## src/rtl/fnd_pkg.sv

```systemverilog
// Shared types and helpers for the 7-segment scan driver.
// Holds the conversion FSM states and the saturation-limit helper.
package fnd_pkg;

  typedef logic [3:0] bcd_t;

  typedef enum logic [1:0] {
    IDLE,
    SHIFT,
    COMMIT
  } conv_state_t;

  localparam logic [7:0] DIGITS_OFF = 8'hFF;

  function automatic logic [31:0] pow10(input int n);
    logic [31:0] r;
    r = 32'd1;
    for (int i = 0; i < n; i++) r = r * 32'd10;
    return r;
  endfunction

endpackage

```

## src/rtl/bin2bcd_seq.sv

```systemverilog
// Sequential double-dabble binary to BCD converter.
// One add-3-then-shift step per clock, one commit cycle at the end.
module bin2bcd_seq
  import fnd_pkg::*;
#(
  parameter int BIN_W    = 14,
  parameter int N_DIGITS = 4
) (
  input  logic                  clk,
  input  logic                  rst_n,
  input  logic                  start,
  input  logic [BIN_W-1:0]      bin,
  output logic                  busy,
  output logic                  done,
  output logic [4*N_DIGITS-1:0] bcd
);

  localparam int SW = 4 * (N_DIGITS + 1);
  localparam int CW = $clog2(BIN_W + 1);

  conv_state_t state, nxt;
  logic [BIN_W-1:0]    sr;
  logic [SW-1:0]       acc;
  logic [SW-1:0]       adj;
  logic [SW+BIN_W-1:0] sh;
  logic [CW-1:0]       cnt;

  // state register
  always_ff @(posedge clk or negedge rst_n) begin
    if (!rst_n) state <= IDLE;
    else        state <= nxt;
  end

  // next-state logic
  always_comb begin
    nxt = state;
    unique case (state)
      IDLE:    if (start) nxt = SHIFT;
      SHIFT:   if (cnt == CW'(BIN_W - 1)) nxt = COMMIT;
      COMMIT:  nxt = IDLE;
      default: nxt = IDLE;
    endcase
  end

  // add 3 to every digit >= 5, then shift the whole scratch left
  always_comb begin
    adj = acc;
    for (int i = 0; i <= N_DIGITS; i++) begin
      if (acc[4*i +: 4] >= 4'd5) adj[4*i +: 4] = acc[4*i +: 4] + 4'd3;
    end
    sh = {adj, sr} << 1;
  end

  // conversion datapath
  always_ff @(posedge clk or negedge rst_n) begin
    if (!rst_n) begin
      sr  <= '0;
      acc <= '0;
      cnt <= '0;
    end else if (state == IDLE && start) begin
      sr  <= bin;
      acc <= '0;
      cnt <= '0;
    end else if (state == SHIFT) begin
      {acc, sr} <= sh;
      cnt       <= cnt + 1'b1;
    end
  end

  assign busy = (state != IDLE);
  assign done = (state == COMMIT);
  assign bcd  = acc[4*N_DIGITS-1:0];

endmodule

```

## src/rtl/fnd_scan_driver.sv

```systemverilog
// Multiplexed 7-segment feeder: BCD conversion, display regs,
// digit scan with leading-zero blanking and overflow saturation.
module fnd_scan_driver
  import fnd_pkg::*;
#(
  parameter int N_DIGITS    = 4,
  parameter int BIN_W       = 14,
  parameter int REFRESH_DIV = 50000,
  parameter int LZB         = 1
) (
  input  logic                i_clk,
  input  logic                i_rst_n,
  input  logic [BIN_W-1:0]    i_value,
  input  logic                i_load,
  output logic                o_busy,
  output logic                o_ovf,
  output logic [3:0]          o_sel,
  output logic [N_DIGITS-1:0] o_digit_en
);

  localparam int IDX_W = (N_DIGITS > 1) ? $clog2(N_DIGITS) : 1;
  localparam int PRE_W = $clog2(REFRESH_DIV);
  localparam logic [31:0] SAT_LIM = pow10(N_DIGITS) - 32'd1;

  logic                  busy;
  logic                  done;
  logic                  sat;
  logic                  nz;
  logic [4*N_DIGITS-1:0] bcd;
  logic [4*N_DIGITS-1:0] disp;
  bcd_t                  dig [N_DIGITS];
  logic [N_DIGITS-1:0]   blank;
  logic [N_DIGITS-1:0]   en_n;
  logic [PRE_W-1:0]      pre;
  logic [IDX_W-1:0]      idx;

  bin2bcd_seq #(
    .BIN_W   (BIN_W),
    .N_DIGITS(N_DIGITS)
  ) u_conv (
    .clk  (i_clk),
    .rst_n(i_rst_n),
    .start(i_load),
    .bin  (i_value),
    .busy (busy),
    .done (done),
    .bcd  (bcd)
  );

  assign o_busy = busy;

  for (genvar k = 0; k < N_DIGITS; k++) begin : g_dig
    assign dig[k] = disp[4*k +: 4];
  end

  // remember whether the accepted value exceeds the display range
  always_ff @(posedge i_clk or negedge i_rst_n) begin
    if (!i_rst_n)              sat <= 1'b0;
    else if (i_load && !busy)  sat <= 32'(i_value) > SAT_LIM;
  end

  // display regs change only on commit, so the old value stays lit
  always_ff @(posedge i_clk or negedge i_rst_n) begin
    if (!i_rst_n) begin
      disp  <= '0;
      o_ovf <= 1'b0;
    end else if (done) begin
      disp  <= sat ? {N_DIGITS{4'd9}} : bcd;
      o_ovf <= sat;
    end
  end

  // prescaler and digit index, free-running
  always_ff @(posedge i_clk or negedge i_rst_n) begin
    if (!i_rst_n) begin
      pre <= '0;
      idx <= '0;
    end else if (pre == PRE_W'(REFRESH_DIV - 1)) begin
      pre <= '0;
      idx <= (idx == IDX_W'(N_DIGITS - 1)) ? '0 : idx + 1'b1;
    end else begin
      pre <= pre + 1'b1;
    end
  end

  // leading-zero blanking, scanned from the top digit down
  always_comb begin
    nz    = 1'b0;
    blank = '0;
    for (int k = N_DIGITS - 1; k >= 0; k--) begin
      nz       = nz | (dig[k] != 4'd0);
      blank[k] = (LZB != 0) && (k != 0) && !nz;
    end
  end

  // one-hot active-low enable for the current slot
  always_comb begin
    en_n      = DIGITS_OFF[N_DIGITS-1:0];
    en_n[idx] = blank[idx];
  end

  // registered nibble bus and digit enables
  always_ff @(posedge i_clk or negedge i_rst_n) begin
    if (!i_rst_n) begin
      o_sel      <= 4'd0;
      o_digit_en <= DIGITS_OFF[N_DIGITS-1:0];
    end else begin
      o_sel      <= dig[idx];
      o_digit_en <= en_n;
    end
  end

endmodule
```

## config.mk

```make
export PLATFORM = sky130hd
export DESIGN_NAME = fnd_scan_driver
export DESIGN_NICKNAME = d
export VERILOG_FILES = /design/src/rtl/fnd_pkg.sv /design/src/rtl/bin2bcd_seq.sv /design/src/rtl/fnd_scan_driver.sv
export SDC_FILE = /design/constraint.sdc
export NUM_CORES = 1
export LEC_CHECK = 0
export ABC_CLOCK_PERIOD_IN_PS = 1670
export CAP_MARGIN = 0
export CORE_MARGIN = 1.5
export CORE_UTILIZATION = 44
export CTS_CLUSTER_DIAMETER = 100
export DETAILED_ROUTE_END_ITERATION = 10
export GPL_TIMING_DRIVEN = 0
export PLACE_DENSITY = 0.75
export SYNTH_ARGS = -nofsm -noshare
export SYNTH_HDL_FRONTEND = slang
export SYNTH_SLANG_ARGS = --single-unit
```

## constraint.sdc

```tcl
create_clock -name i_clk -period 1.67 [get_ports i_clk]
set_input_delay 0.334 -clock i_clk [delete_from_list [all_inputs] [get_ports i_clk]]
set_output_delay 0.334 -clock i_clk [all_outputs]
set_load 0.01 [all_outputs]
```

==> results of run 1 <==
## area by class of cell
type / count / area (µm²)
fillers: 721 / 3700
repair buffers: 40 / 375
well taps: 105 / 131
plain buffers: 19 / 100
flip-flops and latches: 80 / 2010
clock inverters: 3 / 65.1
inverters: 15 / 56.3
multi-input cells: 250 / 1660
clock buffers: 13 / 159
## sequential cells by signal, indices dropped and copies added, names as in the netlist
signal and count:
o_digit_en 4, u_conv.acc 16, o_sel 4, idx 2, pre 16, disp 16, u_conv.cnt 4, u_conv.sr 14
o_ovf 1, sat 1, u_conv.state 2
## Yosys cell counts, types with 7 or more instances
cell / number / area (µm²)
nand2b_1: 13 / 81.3
ha_1: 15 / 188
o31ai_1: 12 / 90.1
a22oi_1: 12 / 90.1
o21ai_0: 30 / 150
clkbuf_1: 11 / 41.3
inv_1: 15 / 56.3
dfrtp_1: 76 / 1900
xnor2_1: 12 / 105
nor2_1: 24 / 90.1
xor2_1: 9 / 78.8
nand2_1: 49 / 184
buf_2: 7 / 35.0
nand3_1: 23 / 115
## per-stage QoR
step	area, µm²	hold WS [ns]	setup WS [ns]	power (mW)	cells
2_1_floorplan	3780	0.0384	0.137	4.61	364
3_3_place_gp	4170	0.460	-2.53	5.25	495
3_5_place_dp	4190	0.307	-0.247	5.36	496
4_1_cts	4480	0.460	0.00327	7.07	519
5_1_grt	4560	0.492	-0.0327	7.73	525
6_report	4560	0.462	0.0407	7.19	525
## cells by family after synthesis
kind of cell             after synthesis  synth area share (%)
adder cells (fa/ha/maj)               15                  4.97
buffers and inverters                 34                  3.81
flip-flops                            80                  53.1
AO/OA/AOI/OAI                         64                  10.6
AND/OR/NAND/NOR                      138                  17.8
XOR/XNOR                              21                  4.87
multiplexers                          12                  4.84
## layer usage
layer | vias to the layer above | global-route usage, % | part of all wire (%) | wire, µm
li1 | 1359 | - | - | -
met1 | 1397 | 24.4 | 45 | 3330
met2 | 70 | 27.9 | 49 | 3630
met3 | 14 | 4.39 | 3.6 | 264
met4 | 0 | 8.21 | 1.9 | 140
met5 | - | 0 | 0 | 0
## what timing repair did
action / 4_1_cts / 5_1_grt
hold buffers: 1 / 0
buffers inserted: 6 / 6
gates resized for setup: 10 / 22
cloned: 0 / 0
pin swaps: 2 / 4
endpoints found under the setup margin: 9 / 47
endpoints found under the hold margin: 28 / 0
## final timing paths
path,to,slack (ns),cells past startpoint
hold reg to reg,u_conv.sr[3]$_DFFE_PN0P_,0.48,2
hold / removal,idx[0]$_DFFE_PN0N_,0.46,2
max in group asynchronous,u_conv.cnt[2]$_DFFE_PN0P_,0.63,3
setup reg to reg,u_conv.acc[15]$_DFFE_PN0P_,0.04,6
min in group i_clk,u_conv.sr[3]$_DFFE_PN0P_,0.48,2
setup / recovery,u_conv.acc[15]$_DFFE_PN0P_,0.04,6
## where the power goes
| group | switching [mW] | internal [mW] | leakage [nW] | total, mW |
|---|---|---|---|---|
| clock network | 0.689 | 0.923 | 0.114 | 1.61 |
| registers | 0.480 | 2.54 | 1.00 | 3.02 |
| logic | 1.34 | 1.21 | 0.912 | 2.56 |
==> run_results.csv, run 1 <==
group,metric,value,unit
sta,min_period_over_period,97.6,%
logic_synthesis,synth_ff_type,"dfrtp_1",
global_route,gr-usage-all-layers,18.2,%
pwr,powerDensity,1580,nW/µm²
critical_path,critPathMaxStageDelay,0.40,ns
logic_synthesis,ys_types,35,
critical_path,path_delay_family,"simple AND/OR/NAND/NOR gates",
worst_hold_path,hold_path_class,"primary input to asynchronous set/reset pin",
cells_and_area,final_cell_mix,"76 x dfrtp_1, 48 x nand2_1, 29 x o21ai_0, 23 x nand3_1, 23 x nor2_1",
sta,rsz0062_at_grt,"yes",
clock_tree,cts_buffers,9,
logic_synthesis,syn_area_per_cell,10.4,µm²
die,io_pins,27,
flow_run,cap_violations,0,
global_route,grt_pass1_wl,12600,µm
critical_path,required,1.91,ns
clock_tree,cts_tree,"done",
critical_path,worstSetupPathType,"register to register",
critical_path,critPathLaunch,"u_conv.state[0]$_DFFE_PN0P_",
sta,final_max_slew_viol_count,0,
critical_path,worst_path_max_delay_cell,"dfrtp_1",
routing,drtPass1Iterations,4,
placed_design,io_buffers,26,
critical_path,cp-start-kind,"register",
cells_and_area,diodes,0,
logic_synthesis,synth_fp_nets,396,
logic_synthesis,yosysSeqAreaShare,53.1,%
clock_tree,clock_latency,0.35,ns
clock_tree,cts.sinks,80,
global_route,grt.overflow.total,0,
pwr,p_leak,2.03,nW
logic_synthesis,yosys_warnings,0,
clock_tree,root_buffer,"clkbuf_8",
sta,skew,0.0101,ns
die,initial_core_util,45.7,%
cells_and_area,post-route-util,55.2,%
critical_path,rr_startpoint,"u_conv.state[0]$_DFFE_PN0P_",
routing,routed_wl,7370,µm
die,coreArea,8260,µm²
routing,remaining_drc_errors,0,
clock_tree,cts_max_level,3,
global_route,antenna_found_initial,0,
cells_and_area,final_common_cell,"dfrtp_1",
routing,wl_per_cell,14.0,µm
die,rows,33,
sta,fin_setup_tns,0,ns
pwr,ir_drop,0.769,mV
sta,period_minus_slack,1.63,ns
clock_tree,cts.reportedPaths.clkPinSlew,0.08,ns
critical_path,cp_common_cell,"buf_4",
routing,drt_iter0_drc,160,
sta,worst_slew_pin_slew,0.455,ns
logic_synthesis,syn_inst,364,
routing,ant_nets,0,
sta,hold_viol,0,
logic_synthesis,syn-cell-area,3780,µm²
sta,slew_headroom,69.7,%
outcome,status,"complete, no violations",
logic_synthesis,synth-edff-count,0,
placed_design,hpwl,5110,µm
critical_path,critPathArrivalTime,1.87,ns
sta,finalSetupViolCount,0,
routing,routed-via-count,2840,
global_route,first_global_vias,2673,
sta,fmax,614,MHz
die,die_area,9150,µm²
placed_design,gp_congestion,0.879,
die,die_w,95.6,µm
cells_and_area,nets,447,
cells_and_area,final_layout_size_suffix_gt1_share,16.9,%
critical_path,cp_max_fo,9,
logic_synthesis,synth_seq_cells,80,
die,die_y,95.6,µm
critical_path,crit_path_cell_trace,"buf_4, or3b_1, buf_4, nand2_2, o31ai_1, a32o_1",
routing,vias_per_cell,5.41,
critical_path,end_kind,"register",
critical_path,crit_buf_inv,2,
cells_and_area,syn2layout_area_growth,20.7,%
logic_synthesis,async_flop_share,100,%
clock_tree,cts_buffer_depth,2,
global_route,grt_max_degree,49,
Note: power is estimated with default switching activity, not from simulation.
==> inputs of run 2 (changes only) <==
Settings changed: REMOVE_ABC_BUFFERS set to 1.
==> run 2 against run 1 <==
  * Critical path depth is 2 lower
  * Critical path type unchanged
  * Design area down 0.16%
  * Power is 0.44% higher
  * Largest cell class unchanged
==> run_results.csv, run 2 (synthesized netlist as in run 1, its figures left out) <==
group,metric,value,unit
die,rows,33,
sta,fmax,622,MHz
critical_path,end_kind,"register",
clock_tree,cts_tree,"done",
clock_tree,cts.sinks,80,
die,coreArea,8260,µm²
pwr,internal_power,4.76,mW
die,die_y,95.6,µm
placed_design,dp_cells,477,
critical_path,path_delay_family,"simple AND/OR/NAND/NOR gates",
global_route,grt.overflow.total,0,
pwr,p_leak,2.01,nW
cells_and_area,final_common_cell,"dfrtp_1",
sta,rsz0062_at_grt,"yes",
global_route,gr-usage-all-layers,17.8,%
clock_tree,cts_max_level,3,
die,io_pins,27,
routing,ant_nets,0,
clock_tree,cts.reportedPaths.clkPinSlew,0.08,ns
sta,worst_slew_pin_slew,0.564,ns
cells_and_area,fillers,717,
cells_and_area,instances_no_fill,510,
sta,min_period_over_period,96.3,%
global_route,grt_max_degree,47,
routing,wl_per_cell,14.2,µm
cells_and_area,syn2layout_area_growth,20.5,%
critical_path,worstSetupPathType,"register to register",
pwr,power_switching,2.46,mW
routing,routed_wl,7230,µm
sta,hold_viol,0,
cells_and_area,final_cell_mix,"72 x dfrtp_1, 48 x nand2_1, 28 x o21ai_0, 23 x nor2_1, 22 x nand3_1",
sta,finalSetupViolCount,0,
routing,routed-via-count,2703,
cells_and_area,final_layout_size_suffix_gt1_share,19.0,%
cells_and_area,reg.largest.list,"disp: 16 flops, pre: 16 flops, u_conv.acc: 16 flops",
clock_tree,cts_buffers,9,
global_route,antenna_found_initial,0,
critical_path,crit_buf_inv,0,
critical_path,required,1.91,ns
sta,period_minus_slack,1.61,ns
worst_hold_path,hold_path_class,"primary input to asynchronous set/reset pin",
sta,holdWs,0.472,ns
routing,drt_iter0_drc,128,
outcome,status,"complete, no violations",
pwr,seq_power_share,42.8,%
global_route,first_global_vias,2678,
routing,drtPass1Iterations,4,
critical_path,worst_path_max_delay_cell,"dfrtp_2",
die,die_w,95.6,µm
critical_path,cp-start-kind,"register",
placed_design,gp_congestion,0.809,
critical_path,critPathMaxStageDelay,0.43,ns
sta,final_max_slew_viol_count,0,
pwr,clock_power_share,23.9,%
pwr,ir_drop,0.728,mV
die,initial_core_util,45.7,%
sta,slew_headroom,62.2,%
placed_design,hpwl,4650,µm
pwr,p_total,7.22,mW
cells_and_area,nets,432,
clock_tree,clock_latency,0.35,ns
clock_tree,cts_buffer_depth,2,
clock_tree,root_buffer,"clkbuf_8",
pwr,comb_power_share,33.3,%
critical_path,cp_max_fo,3,
pwr,swShare,34.0,%
placed_design,io_buffers,26,
cells_and_area,diodes,0,
flow_run,cap_violations,0,
sta,skew,0.0104,ns
critical_path,crit_path_cell_trace,"nor4b_2, nand4_1, nor3_4, mux2_4",
die,die_area,9150,µm²
critical_path,critPathArrivalTime,1.85,ns
pwr,powerDensity,1590,nW/µm²
routing,remaining_drc_errors,0,
routing,vias_per_cell,5.30,
sta,fin_setup_tns,0,ns
global_route,grt_pass1_wl,12300,µm
-- run 2: power by group through the flow --
stage,Clock [mW],Combinational [mW],Sequential (mW)
2_1_floorplan,0,1.57,2.96
3_3_place_gp,0,2.04,3.06
3_5_place_dp,0,2.15,3.09
4_1_cts,1.76,2.24,3.08
5_1_grt,1.84,2.75,3.18
6_report,1.73,2.40,3.09
-- run 2: what timing repair did --
action,4_1_cts,5_1_grt
pin swaps,2,6
resized for setup,19,20
hold buffers,1,0
cloned,0,1
endpoints found under the hold margin,34,0
endpoints found under the setup margin,50,33
setup buffers,4,11
-- run 2: path summary, 6_finish.rpt --
check	start	to	slack [ns]	depth (start not counted)
worst max-delay path	pre[7]$_DFF_PN0_	idx[0]$_DFFE_PN0N_	0.06	4
worst min-delay path	i_rst_n	u_conv.acc[10]$_DFFE_PN0P_	0.47	2
worst max register to register	pre[7]$_DFF_PN0_	idx[0]$_DFFE_PN0N_	0.06	4
worst min register to register	u_conv.sr[7]$_DFFE_PN0P_	u_conv.sr[7]$_DFFE_PN0P_	0.48	2
max in group asynchronous	i_rst_n	o_digit_en[1]$_DFF_PN1_	0.55	3
min in group i_clk	u_conv.sr[7]$_DFFE_PN0P_	u_conv.sr[7]$_DFFE_PN0P_	0.48	2
-- run 2: layout make-up --
cell class	instances	area [µm²]	share of cell area (%)
multi-input combinational	251	1710	37.6
clock inverter	5	104	2.28
clock buffer	11	141	3.11
sequential	80	2010	44.2
timing repair buffer	43	394	8.66
tap	105	131	2.89
inverter	15	56.3	1.24
-- run 2: routing by layer --
layer,vias up,track usage (%),routed length [µm]
met5,-,0,0
met1,1324,22.7,3320
li1,1331,-,-
met3,4,4.23,205
met4,0,9.44,80
met2,44,27.9,3620
-- run 2: through the flow --
step,instance area [µm²],worst slack (ns),utilization [%]
after floorplan,3690,-0.293,-
after global placement,4080,-2.48,49.4
after detailed placement,4100,-0.790,49.7
after CTS,4420,-0.00886,53.5
after global routing,4550,-0.0583,55.1
final,4550,0.0621,55.1
